--- src/rtl/wm8731_pkg.sv ---
// Shared types and constants for the WM8731 codec-control I2C write master.
package wm8731_pkg;

  typedef enum logic [2:0] {
    ST_IDLE,
    ST_START,
    ST_BIT,
    ST_ACK,
    ST_STOP,
    ST_DONE
  } i2c_state_e;

  localparam logic [7:0] WM8731_ADDR_W = 8'h34;

  // Byte fields of the 24-bit control word, sent MSB first
  localparam int PKT_W        = 24;
  localparam int PKT_ADDR_MSB = 23;
  localparam int PKT_ADDR_LSB = 16;
  localparam int PKT_REG_MSB  = 15;
  localparam int PKT_REG_LSB  = 8;
  localparam int PKT_DAT_MSB  = 7;
  localparam int PKT_DAT_LSB  = 0;

  localparam int QTR_DIV_DEF  = 125;

endpackage

--- src/rtl/wm8731_i2c_write_master_if.sv ---
// Packet handshake plus I2C pad signals between the control sequencer, the master and the pads.
interface wm8731_i2c_write_master_if;
  import wm8731_pkg::*;

  logic [PKT_W-1:0] i2c_packet;
  logic             wr_i2c;
  logic             busy;
  logic             done;
  logic             ack_err;
  logic             i2c_sclk;
  logic             i2c_sdat_oe;
  logic             i2c_sdat_in;

  modport master (
    input  i2c_packet, wr_i2c, i2c_sdat_in,
    output busy, done, ack_err, i2c_sclk, i2c_sdat_oe
  );

  modport slave (
    output i2c_packet, wr_i2c, i2c_sdat_in,
    input  busy, done, ack_err, i2c_sclk, i2c_sdat_oe
  );

endinterface

--- src/rtl/i2c_qtick_gen.sv ---
// SCL quarter-period divider: one-cycle qtick every QTR_DIV clocks while run is high.
module i2c_qtick_gen #(
  parameter int QTR_DIV = 125,
  parameter int CNT_W   = 16
) (
  input  logic clk,
  input  logic reset_n,
  input  logic run,
  input  logic clr,
  output logic qtick
);

  localparam logic [CNT_W-1:0] LAST = CNT_W'(QTR_DIV - 1);

  logic [CNT_W-1:0] cnt_q, cnt_d;

  always_comb begin
    cnt_d = cnt_q;
    if (clr || !run)       cnt_d = '0;
    else if (cnt_q == LAST) cnt_d = '0;
    else                    cnt_d = cnt_q + 1'b1;
  end

  assign qtick = run && !clr && (cnt_q == LAST);

  always_ff @(posedge clk or negedge reset_n) begin
    if (!reset_n) cnt_q <= '0;
    else          cnt_q <= cnt_d;
  end

endmodule

--- src/rtl/wm8731_i2c_write_master.sv ---
// Serialises one 24-bit WM8731 control word per strobe as a 3-byte I2C write with ACK checking.
module wm8731_i2c_write_master
  import wm8731_pkg::*;
#(
  parameter int QTR_DIV = QTR_DIV_DEF,
  parameter int CNT_W   = 16
) (
  input logic clk,
  input logic reset_n,
  wm8731_i2c_write_master_if.master bus
);

  i2c_state_e       state_q, state_d;
  logic [1:0]       qtr_q, qtr_d;
  logic [2:0]       bit_q, bit_d;
  logic [1:0]       byte_q, byte_d;
  logic [PKT_W-1:0] shreg_q, shreg_d;
  logic             scl_q, scl_d;
  logic             oe_q, oe_d;
  logic             busy_q, busy_d;
  logic             done_q, done_d;
  logic             ack_err_q, ack_err_d;
  logic [1:0]       sync_q, sync_d;
  logic             accept, qtick, sda_sync;

  assign accept   = (state_q == ST_IDLE) && bus.wr_i2c;
  assign sda_sync = sync_q[1];
  assign sync_d   = {sync_q[0], bus.i2c_sdat_in};

  i2c_qtick_gen #(.QTR_DIV(QTR_DIV), .CNT_W(CNT_W)) u_qtick (
    .clk     (clk),
    .reset_n (reset_n),
    .run     (state_q != ST_IDLE),
    .clr     (accept),
    .qtick   (qtick)
  );

  // Each qtick closes the current quarter and sets the pads for the next one.
  always_comb begin
    state_d   = state_q;
    qtr_d     = qtr_q;
    bit_d     = bit_q;
    byte_d    = byte_q;
    shreg_d   = shreg_q;
    scl_d     = scl_q;
    oe_d      = oe_q;
    busy_d    = busy_q;
    done_d    = 1'b0;
    ack_err_d = ack_err_q;
    case (state_q)
      ST_IDLE: if (accept) begin
        state_d   = ST_START;
        qtr_d     = 2'd0;
        bit_d     = 3'd7;
        byte_d    = 2'd0;
        shreg_d   = bus.i2c_packet;
        ack_err_d = 1'b0;
        busy_d    = 1'b1;
        scl_d     = 1'b1;
        oe_d      = 1'b0;
      end
      ST_START: if (qtick) begin
        if (qtr_q == 2'd0) begin
          qtr_d = 2'd1;
          oe_d  = 1'b1;
        end else begin
          state_d = ST_BIT;
          qtr_d   = 2'd0;
          scl_d   = 1'b0;
          oe_d    = ~shreg_q[PKT_W-1];
        end
      end
      ST_BIT: if (qtick) begin
        case (qtr_q)
          2'd0: begin qtr_d = 2'd1; scl_d = 1'b1; end
          2'd1: qtr_d = 2'd2;
          2'd2: begin qtr_d = 2'd3; scl_d = 1'b0; end
          2'd3: begin
            qtr_d   = 2'd0;
            shreg_d = shreg_q << 1;
            if (bit_q == 3'd0) begin
              state_d = ST_ACK;
              oe_d    = 1'b0;
            end else begin
              bit_d = bit_q - 3'd1;
              oe_d  = ~shreg_q[PKT_W-2];
            end
          end
        endcase
      end
      ST_ACK: if (qtick) begin
        case (qtr_q)
          2'd0: begin qtr_d = 2'd1; scl_d = 1'b1; end
          2'd1: begin
            qtr_d = 2'd2;
            if (sda_sync) ack_err_d = 1'b1;
          end
          2'd2: begin qtr_d = 2'd3; scl_d = 1'b0; end
          2'd3: begin
            qtr_d = 2'd0;
            // ack_err is cleared on acceptance, so here it means this transfer saw a NACK
            if (ack_err_q || byte_q == 2'd2) begin
              state_d = ST_STOP;
              oe_d    = 1'b1;
            end else begin
              state_d = ST_BIT;
              byte_d  = byte_q + 2'd1;
              bit_d   = 3'd7;
              oe_d    = ~shreg_q[PKT_W-1];
            end
          end
        endcase
      end
      ST_STOP: if (qtick) begin
        case (qtr_q)
          2'd0:    begin qtr_d = 2'd1; scl_d = 1'b1; end
          2'd1:    begin qtr_d = 2'd2; oe_d = 1'b0; end
          default: begin
            state_d = ST_DONE;
            qtr_d   = 2'd0;
            done_d  = 1'b1;
            busy_d  = 1'b0;
          end
        endcase
      end
      ST_DONE: state_d = ST_IDLE;
      default: state_d = ST_IDLE;
    endcase
  end

  always_ff @(posedge clk or negedge reset_n) begin
    if (!reset_n) begin
      state_q   <= ST_IDLE;
      qtr_q     <= 2'd0;
      bit_q     <= 3'd7;
      byte_q    <= 2'd0;
      shreg_q   <= '0;
      scl_q     <= 1'b1;
      oe_q      <= 1'b0;
      busy_q    <= 1'b0;
      done_q    <= 1'b0;
      ack_err_q <= 1'b0;
      sync_q    <= 2'b11;
    end else begin
      state_q   <= state_d;
      qtr_q     <= qtr_d;
      bit_q     <= bit_d;
      byte_q    <= byte_d;
      shreg_q   <= shreg_d;
      scl_q     <= scl_d;
      oe_q      <= oe_d;
      busy_q    <= busy_d;
      done_q    <= done_d;
      ack_err_q <= ack_err_d;
      sync_q    <= sync_d;
    end
  end

  assign bus.busy        = busy_q;
  assign bus.done        = done_q;
  assign bus.ack_err     = ack_err_q;
  assign bus.i2c_sclk    = scl_q;
  assign bus.i2c_sdat_oe = oe_q;

endmodule

--- src/flat_wrapper.sv ---
// flat-port wrapper written by rule: the top's interface ports become plain ports
module wm8731_i2c_write_master_flat import wm8731_pkg::*;
#(
  parameter int QTR_DIV = QTR_DIV_DEF,
  parameter int CNT_W   = 16
)
  (clk, reset_n, bus_i2c_packet, bus_wr_i2c, bus_i2c_sdat_in, bus_busy, bus_done, bus_ack_err, bus_i2c_sclk, bus_i2c_sdat_oe);
  wm8731_i2c_write_master_if bus_i ();
  input logic clk;
  input logic reset_n;
  input wire logic [$bits(bus_i.i2c_packet)-1:0] bus_i2c_packet;
  input wire logic [$bits(bus_i.wr_i2c)-1:0] bus_wr_i2c;
  input wire logic [$bits(bus_i.i2c_sdat_in)-1:0] bus_i2c_sdat_in;
  output wire logic [$bits(bus_i.busy)-1:0] bus_busy;
  output wire logic [$bits(bus_i.done)-1:0] bus_done;
  output wire logic [$bits(bus_i.ack_err)-1:0] bus_ack_err;
  output wire logic [$bits(bus_i.i2c_sclk)-1:0] bus_i2c_sclk;
  output wire logic [$bits(bus_i.i2c_sdat_oe)-1:0] bus_i2c_sdat_oe;
  assign bus_i.i2c_packet = bus_i2c_packet;
  assign bus_i.wr_i2c = bus_wr_i2c;
  assign bus_i.i2c_sdat_in = bus_i2c_sdat_in;
  assign bus_busy = bus_i.busy;
  assign bus_done = bus_i.done;
  assign bus_ack_err = bus_i.ack_err;
  assign bus_i2c_sclk = bus_i.i2c_sclk;
  assign bus_i2c_sdat_oe = bus_i.i2c_sdat_oe;
  wm8731_i2c_write_master #(.QTR_DIV(QTR_DIV), .CNT_W(CNT_W)) u_core (.clk(clk), .reset_n(reset_n), .bus(bus_i));
endmodule
--- config.mk ---
export PLATFORM = sky130hd
export DESIGN_NAME = wm8731_i2c_write_master_flat
export DESIGN_NICKNAME = d
export VERILOG_FILES = /design/src/rtl/wm8731_pkg.sv /design/src/rtl/wm8731_i2c_write_master_if.sv /design/src/rtl/i2c_qtick_gen.sv /design/src/rtl/wm8731_i2c_write_master.sv /design/src/flat_wrapper.sv
export SDC_FILE = /design/constraint.sdc
export NUM_CORES = 1
export LEC_CHECK = 0
export BUFFER_PORTS_ARGS = -buffer_cell sky130_fd_sc_hd__buf_2
export CAP_MARGIN = 10
export CORE_ASPECT_RATIO = 1.75
export CORE_MARGIN = 2
export CORE_UTILIZATION = 25
export CTS_BUF_LIST = sky130_fd_sc_hd__clkbuf_4 sky130_fd_sc_hd__clkbuf_8
export CTS_CLUSTER_DIAMETER = 80
export DETAILED_ROUTE_END_ITERATION = 10
export PLACE_DENSITY_LB_ADDON = 0.25
export SYNTH_ARGS = -nofsm -noshare
export SYNTH_HDL_FRONTEND = slang
export SYNTH_HIERARCHICAL = 1
export SYNTH_SLANG_ARGS = --single-unit
--- constraint.sdc ---
create_clock -name clk -period 3 [get_ports clk]
set_input_delay 0.75 -clock clk [delete_from_list [all_inputs] [get_ports clk]]
set_output_delay 0.75 -clock clk [all_outputs]
set_load 0.01 [all_outputs]
# Yosys cells after proc, flatten, opt, wreduce, memory -nomap -nowiden
# Index checks and enable logic that the tools add are counted.
# Widths: inputs -> output; s select.
[totals] in_bits=28 output_inout_bits=5 register_bits=57 wordCells=140
[op_classes] n_bitwise=2 n_reduce_logical=28 muxes=68 n_addsub=3 n_eq_ne=27
[ops] cell="$mux 24" n=3
[ops] cell="$mux 3" n=18
[ops] cell="$pmux 24 s2" n=1
[ops] cell="$mux 16" n=2
[ops] cell="$mux 1" n=26
[ops] cell="$ne 2x1->1 const B" n=12
[ops] cell="$add 16x1->16 const B" n=1
[ops] cell="$eq 16x7->1 const B" n=1
[ops] cell="$pmux 2 s4" n=2
[ops] cell="$reduce_and 8->1" n=2
[ops] cell="$pmux 3 s5" n=1
[ops] cell="$reduce_and 5->1" n=3
[ops] cell="$mux 2" n=7
[ops] cell="$ne 2x2->1 const B" n=5
[ops] cell="$reduce_and 10->1" n=1
[ops] cell="$pmux 3 s3" n=1
[ops] cell="$reduce_and 9->1" n=1
[ops] cell="$pmux 2 s2" n=2
[ops] cell="$reduce_and 4->1" n=2
[ops] cell="$eq 2x2->1 const B" n=3
[ops] cell="$eq 3x2->1 const B" n=2
[ops] cell="$logic_not 3->1" n=2
[ops] cell="$pmux 1 s2" n=3
[ops] cell="$reduce_bool 2->1" n=3
[ops] cell="17 further kinds" n=24

# Logic depth before layout (Yosys ltp)
# Gate-level depths: netlist of the first run.
[depth] ltp_word=7 ltp_mapped=12 depth_no_buf=9

# Modules after synthesis
# Netlist of the first run, hierarchy kept.
[modules_own_cells] mod="wm8731_i2c_write_master" seq_area_each_um2=1033.5 cells_each=227 area_per_inst_um2=2223.4 n_inst=1
[modules_own_cells] mod="i2c_qtick_gen" seq_area_each_um2=400.4 cells_each=80 area_per_inst_um2=879.6 n_inst=1

# Least setup slack after synthesis of the first run
# Ideal clock, no wire load.
[synth_timing] kind="flip-flop to flip-flop" from="register u_core.state_q[2]" to="register u_core.bit_q[2]" setup_ns=0.098 t_required_ns=2.902 path_stages_with_launch=11 slack_ns=0.551 n_path_buf=3 period_less_slack_ns=2.449 t_arrival_ns=2.351 cell_sequence="dfrtp_1 buf_2 clkbuf_1 nand3b_1 inv_1 nor3b_1 clkbuf_2 and4b_1 nand3_1 a221o_1 a221oi_1"
[synth_via] elab_chain_len=7 elab_cells_between_ends=18 classes_between="eq/ne: 9; mux: 1; reduce/logical: 8"
[synth_lines] element="start: declaration" line="wm8731_i2c_write_master.sv:13" source="i2c_state_e state_q, state_d;"
[synth_lines] element="start signal: assignment" line="wm8731_i2c_write_master.sv:145" source="state_q <= state_d;"
[synth_lines] element="$logic_not 3->1 *" line="wm8731_i2c_write_master.sv:26" source="assign accept = (state_q == ST_IDLE) && bus.wr_i2c;"
[synth_lines] element="$logic_and 1x1->1 *" line="wm8731_i2c_write_master.sv:26"
[synth_lines] element="net u_core.accept" line="wm8731_i2c_write_master.sv:24" source="logic accept, qtick, sda_sync;"
[synth_lines] element="$logic_not 1->1 *" line="i2c_qtick_gen.sv:24" source="assign qtick = run && !clr && (cnt_q == LAST);"
[synth_lines] element="$logic_and 1x1->1 * (2 in series)" line="i2c_qtick_gen.sv:24"
[synth_lines] element="net u_core.qtick" line="wm8731_i2c_write_master.sv:24"
[synth_lines] element="$ne 2x1->1 (no line)"
[synth_lines] element="$reduce_and 8->1 (no line) *"
[synth_lines] element="end signal: assignment" line="wm8731_i2c_write_master.sv:147" source="bit_q <= bit_d;"
[synth_lines] element="end: declaration" line="wm8731_i2c_write_master.sv:15" source="logic [2:0] bit_q, bit_d;"
# The timed path passes the listed nets; every way through them passes the cells marked *.
# A chain may end at the register's enable or synchronous reset.

# Worst setup path after layout of the first run
[layout_timing] from="register u_core.u_qtick.cnt_q[0]" to="register u_core.bit_q[2]"
[layout_via] elab_chain_len=4 elab_cells_between_ends=5 classes_between="eq/ne: 3; reduce/logical: 2"
[layout_lines] element="start: declaration" line="i2c_qtick_gen.sv:15" source="logic [CNT_W-1:0] cnt_q, cnt_d;"
[layout_lines] element="start signal: assignment" line="i2c_qtick_gen.sv:28" source="else cnt_q <= cnt_d;"
[layout_lines] element="$eq 16x7->1 *" line="i2c_qtick_gen.sv:24"
[layout_lines] element="$logic_and 1x1->1 *" line="i2c_qtick_gen.sv:24"
[layout_lines] element="net u_core.qtick" line="wm8731_i2c_write_master.sv:24"
[layout_lines] element="$ne 2x1->1 (no line)"
[layout_lines] element="$reduce_and 8->1 (no line) *"
# Marks and branches as above.

==> PnR_summary.wiki, run 1 <==
{| class="wikitable"
! Metric !! Value
|-
| Sequential element share of the synthesized area || 46.21%
|-
| CTS-repair resized insts || 0
|-
| Type of element launching the critical path || flip-flop
|-
| Vias || approximately 2,300
|-
| Setup TNS || 0 ns
|-
| Mean instance size in the synthesized netlist || 10.11 µm²
|-
| Count of nets left with antenna violations after detail routing || 0
|-
| Post-detailed-placement half-perimeter wirelength || between 4 and 5 mm
|-
| Synth Net Count || 345
|-
| Number of standard cells in the layout, taps in and fillers out || 511
|-
| Setup bufs post-CTS || 0
|-
| Slew of the pin with the lowest slew margin || 0.4555 ns
|-
| Clock tree skew after final layout || between 0.008 and 0.009 ns
|-
| Total gr overflow || 0
|-
| Wire length of the first global-routing pass || 11.12 mm
|-
| Hold slack final || about 0.37 ns
|-
| Initial DRC Count || 88
|-
| TritonCTS clock tree || done
|-
| H-Tree Level Count || 3
|-
| Area of all placed cells without fillers || ~3700 µm²
|-
| RSZ-0062 raised after global routing || no
|-
| Crit path to || u_core/bit_q[2]
|-
| Flop and latch count out of synthesis || 57
|-
| Pre-CTS WS || 0.4357 ns
|-
| Number of global-route vias before repair || approximately 2,400
|-
| Number of buffers added by the clock tree synthesis step || 9
|-
| Initial antenna violation count || 0
|-
| Largest cells by area after synthesis || dfrtp_1, mux2i_1, o21ai_0
|-
| Die footprint || approximately 13,000 µm²
|-
| Post-synthesis cell type with the largest combined area || dfrtp_1
|-
| Number of enable-type register cells in the synthesized netlist || 0
|-
| Final critical-path setup slack || 0.4712 ns
|-
| Net count, final || 379
|-
| Flop2flop setup slack || around 0.47 ns
|-
| Clock transition at the registers of the reported paths || ~0.070 ns
|-
| Power density normalized to cell area || 848.4 nW/µm²
|-
| Synth Area in Adders || 4.032%
|-
| Tmin final || ~2.5 ns
|-
| Capturing point of the worst reg2reg path || u_core/bit_q[2]
|-
| Async set-or-reset flop fraction in the synthesized netlist || between 90% and 100%
|-
| Highest clock rate || about 0.40 GHz
|-
| Max Slew Vio Count || 0
|-
| Worst Setup SP || u_core/u_qtick/cnt_q[0]
|-
| Via-to-Cell Ratio || 4.501
|-
| Cell area after synthesis || between 3000 and 4000 µm²
|-
| Antenna diode count || 0
|-
| Finish-stage setup viols || 0
|-
| Boundary Pins || 33
|-
| Placed cells || 495
|-
| Area fraction in compound gates after synthesis || 12.06%
|-
| Remaining design rule violation count || 0
|-
| Die X-Extent || ~88 µm
|-
| Average detailed-routed wire length per instance || ~13 µm
|-
| Commonest cells post-synth || dfrtp_1, nand2_1, o21ai_0
|-
| Pin count of the biggest net entering global routing || 49
|-
| Final Total Pwr || just over 3 mW
|-
| Post-synthesis simple-gate area fraction || about a fifth
|-
| Length in cells of the worst reg-to-reg path || 9
|-
| Most used flip-flop cell after synthesis || dfrtp_1
|-
| Port buffer count || 32
|-
| Total number of placement rows || 53
|-
| Total cell area at the placement stage || ~3400 µm²
|-
| Post-synthesis instance total || between 300 and 400
|-
| Maximum number of buffers from clock root to sink || 2
|-
| Total routed wirelength || 6.607 mm
|-
| Dominant combinational cell family by area after synthesis || simple AND/OR/NAND/NOR gates
|-
| Number of distinct library cells after synthesis || 52
|-
| Count of yosys warnings during synthesis || 6
|-
| Utilization after layout || between 30 and 40%
|-
| Crit Path Category || flip-flop to flip-flop
|-
| Fin. Hold Viols || 0
|-
| GRT Resource Usage Total || a little over a tenth
|-
| Initial standard-cell utilization of the core || approximately 26%
|-
| Max transition margin || about 69%
|-
| Run status || completed
|-
| Final Cycle Share || between 80% and 90%
|-
| Clock Root Buffer || clkbuf_8
|-
| Cts hold-fix bufs || 0
|-
| R2R Path Start || u_core/u_qtick/cnt_q[0]
|-
| Max rail drop VDD || approximately 0.00022 V
|-
| Leakage dissipation || around 1.7 nW
|-
| Top-area cell type share of the netlist area || between 40 and 50%
|-
| Layout cell share with drive strength beyond 1 || between 20% and 30%
|-
| Post-synthesis xor/xnor area fraction || slightly below 4%
|-
| Most common cell in the synthesized netlist || dfrtp_1
|-
| Clock latency reported for the late side of the worst-skew pair || approximately 0.34 ns
|-
| Highest fanout seen on the critical path || 5
|-
| Max_cap viols || 0
|-
| Class of the most critical hold timing path || input pin to asynchronous set/reset pin
|-
| Synth-to-Final Area Change || 18.35%
|-
| Count of TritonRoute iterations in the first routing pass || 4
|-
| Layout fillers || approximately 1,300
|-
| Core Region || 12,070 µm²
|-
| Proportion of synthesized area in mux cells || under 10%
|-
| Required time of the critical path || roughly 3.2 ns
|-
| Critical path endpoint category || flip-flop
|-
| Weighted congestion reported at the end of routability-driven placement || roughly 0.83
|-
| Number of clock sinks seen by CTS || 57
|-
| Die Ht || ~150 µm
|-
| Critical path data arrival time || roughly 2.8 ns
|}
## kinds of logic after synthesis
logic type / count (synthesis)
muxes: 30
xor gates and xnor gates: 14
DFF: 57
and+or+nand+nor: 104
buffers and inverters: 33
adders and majority gates: 10
AOI/OAI and AO/OA: 59
## flip-flops by register name, summed over array words and instances (netlist names)
name	count
u_core/bus.ack_err	1
u_core/state_q	3
u_core/bus.busy	1
u_core/bus.i2c_sclk	1
u_core/bit_q	3
u_core/u_qtick/cnt_q	16
u_core/bus.done	1
u_core/shreg_q	24
u_core/sync_q	2
u_core/bus.i2c_sdat_oe	1
u_core/byte_q	2
u_core/qtr_q	2
## cell usage in the layout, fill, tap and decap left out, drive strengths merged, types with 2 or more instances in the layout
| cell | count |
|---|---|
| o31ai | 5 |
| xor2 | 12 |
| mux2i | 28 |
| clkbuf | 11 |
| a22oi | 4 |
| nor4b | 2 |
| xnor2 | 2 |
| o21ai | 34 |
| dfrtp | 51 |
| nand3 | 8 |
| buf | 41 |
| nor2b | 3 |
| nand3b | 2 |
| a21oi | 6 |
| clkinv | 2 |
| nor2 | 26 |
| nor3b | 3 |
| dfstp | 6 |
| nand4 | 6 |
| mux2 | 2 |
| and3 | 4 |
| and4 | 4 |
| nand2 | 34 |
| ha | 10 |
| inv | 15 |
| bufinv | 3 |
| nand2b | 3 |
| nor3 | 2 |
| or3 | 2 |
## routing by layer
metal / vias up / GRT usage (%) / wire (µm)
met2: 47 / 17.78 / 3388
met1: 1100 / 11.99 / 2720
li1: 1132 / - / -
met5: - / 0 / 0
met3: 21 / 2.561 / 225
met4: 0 / 6.818 / 273
## critical path, stage by stage (launching register included)
cell and delay, ns:
dfrtp_1 0.42, inv_1 0.07, ha_1 0.15, nor4b_2 0.24, nand4_2 0.19, nor3b_1 0.28, and4b_1 0.26, nand3_1 0.17
a221o_1 0.37, a221oi_1 0.28
## where the power goes
part           switching [mW]  total [mW]  internal, mW
clock network           0.321       0.891         0.571
registers               0.147        1.15          1.00
logic                   0.623        1.08         0.452
total                    1.09        3.12          2.02
## worst min path at each step
stage	depth (start not counted)	startpoint	end	slack (ns)
after floorplan	0	u_core/sync_q[0]	u_core/sync_q[1]	0.35
after detailed placement	0	u_core/sync_q[0]	u_core/sync_q[1]	0.36
final	1	reset_n	u_core/shreg_q[5]	0.37
after CTS	1	reset_n	u_core/shreg_q[2]	0.37
after global routing	0	u_core/sync_q[0]	u_core/sync_q[1]	0.37
after global placement	0	u_core/sync_q[0]	u_core/sync_q[1]	0.36
## area by class of cell
cell class                 instances  area, µm²  share of cell area [%]
multi-input combinational        217       1505                   40.99
clock inverter                     5      103.9                   2.828
inverter                          15      56.30                   1.533
timing repair buffer              41      227.7                   6.201
clock buffer                      11      138.9                   3.782
sequential                        57       1434                   39.05
tap                              165      206.4                   5.622
(Power assumes the default switching activity.)
==> run 2: changes to the inputs <==
Settings changed: ABC_AREA set to 1.
Clock period 3 ns to 2.1 ns, I/O delays scaled along.
==> PnR_summary.wiki, run 2 <==
{| class="wikitable"
! Metric !! Value
|-
| Run status || completed
|-
| Critical path data arrival time || 2.14 ns (-0.63 ns)
|-
| Antenna diode count || 0 (unchanged)
|-
| Port buffer count || 32 (unchanged)
|-
| Average detailed-routed wire length per instance || 11.80 µm (-8.8%)
|-
| Most frequent standard cell in the layout excluding fill and tap cells || nand2_1
|-
| Die Ht || 158.0 µm (+4.4%)
|-
| Crit Path Category || flip-flop to flip-flop
|-
| Clock transition at the registers of the reported paths || 0.07 ns (about the same)
|-
| Net Sw Frac || 21.88% (-13 points)
|-
| Clock Root Buffer || clkbuf_8
|-
| Via-to-Cell Ratio || 4.285 (-4.8%)
|-
| Fin. Hold Viols || 0 (unchanged)
|-
| Highest clock rate || 0.5246 GHz (+33%)
|-
| Post-detailed-placement half-perimeter wirelength || 5.670 mm (+19%)
|-
| Maximum number of buffers from clock root to sink || 2 (unchanged)
|-
| Number of flip-flops in the largest register || 24 (unchanged)
|-
| Layout cell share with drive strength beyond 1 || 34.40% (+11 points)
|-
| Final Cycle Share || 90.76% (+6.5 points)
|-
| Setup TNS || 0 ns (unchanged)
|-
| Count of TritonRoute iterations in the first routing pass || 4 (unchanged)
|-
| Number of buffers added by the clock tree synthesis step || 9 (unchanged)
|-
| Die X-Extent || 92.01 µm (+4.3%)
|-
| Synth-to-Final Area Change || 20.31%
|-
| Flop and latch count out of synthesis || 57 (unchanged)
|-
| Hold slack final || 0.1356 ns (-0.2301 ns)
|-
| Net count, final || 501 (+32%)
|-
| CTS-repair resized insts || 0 (unchanged)
|-
| Most frequent cells in the layout || nand2_1, dfrtp_1, o21ai_0
|-
| Commonest cells post-synth || nand2_1, dfrtp_1, nor2_1
|-
| Number of enable-type register cells in the synthesized netlist || 0 (unchanged)
|-
| Total routed wirelength || 7.573 mm (+15%)
|-
| Max_cap viols || 0 (unchanged)
|-
| H-Tree Level Count || 3 (unchanged)
|-
| Most common cell in the synthesized netlist || nand2_1
|-
| Switching pwr || 0.5401 mW (-51%)
|-
| Weighted congestion reported at the end of routability-driven placement || 0.8578 (+3.8%)
|-
| Finish-stage setup viols || 0 (unchanged)
|-
| Pin count of the biggest net entering global routing || 40 (-18%)
|-
| Most used flip-flop cell after synthesis || dfrtp_1
|-
| Comb power frac || 4.6% (-30 points)
|-
| Required time of the critical path || 2.34 ns (-0.90 ns)
|-
| Mean instance size in the synthesized netlist || 8.125 µm² (-20%)
|-
| Cell area after synthesis || 3388 µm² (+9.2%)
|-
| Count of yosys warnings during synthesis || 6 (unchanged)
|-
| Proportion of power drawn by the clock network || 50.0% (+21 points)
|-
| Tmin final || 1.906 ns (-0.6227 ns)
|-
| Number of clock sinks seen by CTS || 57 (unchanged)
|-
| Sequential element share of the synthesized area || 42.32% (-3.9 points)
|-
| Clock tree skew after final layout || 0.01074 ns (+0.001822 ns)
|-
| GRT Resource Usage Total || 11.47% (+0.77 points)
|-
| Class of the most critical hold timing path || input pin to asynchronous set/reset pin
|-
| Regs by FF count || u_core/shreg_q: 24 flops, u_core/u_qtick/cnt_q: 16 flops
|-
| Layout fillers || 1,476 (+15%)
|-
| Post-synthesis instance total || 417 (+36%)
|-
| Boundary Pins || 33 (unchanged)
|-
| Critical path endpoint category || flip-flop
|-
| Remaining design rule violation count || 0 (unchanged)
|-
| Core Region || 13,310 µm² (+10%)
|-
| Initial antenna violation count || 0 (unchanged)
|-
| Post-synthesis cell type with the largest combined area || dfrtp_1
|-
| Internal power || 1.929 mW (-4.7%)
|-
| Async set-or-reset flop fraction in the synthesized netlist || 100.0% (unchanged)
|-
| Leakage dissipation || 1.978 nW (+17%)
|-
| Max rail drop VDD || 0.0003650 V (+62%)
|-
| Fraction of power consumed by sequential logic || 45.4% (+8.5 points)
|-
| Setup bufs post-CTS || 0 (unchanged)
|-
| Max transition margin || 68.02% (-0.75 points)
|-
| Total number of placement rows || 56 (+5.7%)
|-
| Count of nets left with antenna violations after detail routing || 0 (unchanged)
|-
| Initial DRC Count || 103 (+17%)
|-
| Synth Net Count || 455 (+32%)
|-
| Slew of the pin with the lowest slew margin || 0.4797 ns (+0.02422 ns)
|-
| Number of distinct library cells after synthesis || 30 (-42%)
|-
| Initial standard-cell utilization of the core || 25.45% (-0.26 points)
|-
| Die footprint || 14,540 µm² (+8.9%)
|-
| Top-area cell type share of the netlist area || 37.67% (-3.5 points)
|-
| Number of global-route vias before repair || 2,793 (+19%)
|-
| Max Slew Vio Count || 0 (unchanged)
|-
| Type of element launching the critical path || flip-flop
|-
| Power density normalized to cell area || 605.7 nW/µm² (-29%)
|-
| Highest fanout seen on the critical path || 24 (+19)
|-
| Cts hold-fix bufs || 0 (unchanged)
|-
| Wire length of the first global-routing pass || 13.30 mm (+20%)
|-
| Register with the most flip-flops || u_core/shreg_q
|-
| Largest cells by area after synthesis || dfrtp_1, nand2_1, o21ai_0
|-
| Clock latency reported for the late side of the worst-skew pair || 0.34 ns (about the same)
|-
| TritonCTS clock tree || done
|-
| Vias || 2,751 (+20%)
|-
| Total gr overflow || 0 (unchanged)
|}
==> run 2: cell types whose count changed after synthesis, sizes merged, moves of 5 or more <==
| cell | delta |
|---|---|
| nand2 | +83 |
| nor2 | +22 |
| o31ai | -5 |
| xor2 | -8 |
| nand3 | +19 |
| or2 | +23 |
| buf | -5 |
| mux2i | -28 |
| inv | +24 |
| o21ai | +29 |
==> run 2: stage by stage <==
step / utilization [%] / cells / power [mW] / setup slack, ns / cell area, µm²
global placement: 28.67 / 626 / 1.258 / 0.1246 / 3817
global route: 30.62 / 642 / 2.570 / -0.01516 / 4076
detailed placement: 28.67 / 626 / 1.258 / 0.08043 / 3817
finish: 30.62 / 642 / 2.469 / 0.1939 / 4076
floorplan: - / 417 / 1.190 / 0.02951 / 3388
CTS: 30.47 / 642 / 2.516 / 0.08505 / 4056
==> run 2: power by group through the flow <==
stage	logic (mW)	registers, mW	clock network (mW)
final	0.113	1.12	1.24
after global routing	0.131	1.12	1.32
after CTS	0.117	1.12	1.28
after detailed placement	0.117	1.14	0
after global placement	0.117	1.14	0
after floorplan	0.0501	1.14	0
==> run 2: path summary, 6_finish.rpt <==
check	from	to	slack [ns]	cells past startpoint
worst max-delay path	u_core/u_qtick/cnt_q[1]	u_core/shreg_q[0]	0.19	14
worst min-delay path	reset_n	u_core/state_q[0]	0.14	1
worst max register to register	u_core/u_qtick/cnt_q[1]	u_core/shreg_q[0]	0.19	14
worst min register to register	u_core/sync_q[0]	u_core/sync_q[1]	0.36	0
max in group asynchronous	reset_n	u_core/bit_q[0]	1.33	2
min in group clk	bus_i2c_sdat_in	u_core/sync_q[0]	0.28	1
==> run 2: cells by family (layout without fill, tap and decap cells) <==
kind of cell,after synthesis,in the layout,share of synthesized area (%)
AOI/OAI and AO/OA,68,68,12.30
xor gates and xnor gates,8,8,2.068
DFF,57,57,42.32
adders and majority gates,10,10,3.693
and+or+nand+nor,224,224,32.24
buffers and inverters,50,101,7.385
==> run 2: routing by layer <==
layer	up-vias	share of wire, %	routed length (µm)	GRT usage (%)
met5	-	0	0	0
met4	0	1.7	128	4.762
li1	1421	-	-	-
met1	1274	45	3422	13.63
met3	10	3.1	232	2.903
met2	46	50	3790	19.64
==> run 2: area by class of cell <==
cell class	instances	area, µm²	share of cell area (%)
clock buffers	12	165.2	4.052
clock inverters	4	73.82	1.811
inverters	39	146.4	3.591
multi-input cells	310	1724	42.30
flip-flops and latches	57	1434	35.18
well taps	174	217.7	5.341
repair buffers	46	315.3	7.735
==> run 2: worst max-delay path: stages, from the launching register on <==
cell and delay (ns):
dfrtp_1 0.42, inv_1 0.08, ha_1 0.14, nand3_1 0.10, nor2_2 0.14, nand2_2 0.11
nor2_4 0.12, inv_1 0.10, nand3_2 0.08, nand2_2 0.07, inv_2 0.07, nand2_4 0.07
buf_12 0.17, nand2_1 0.08, o21ai_2 0.05
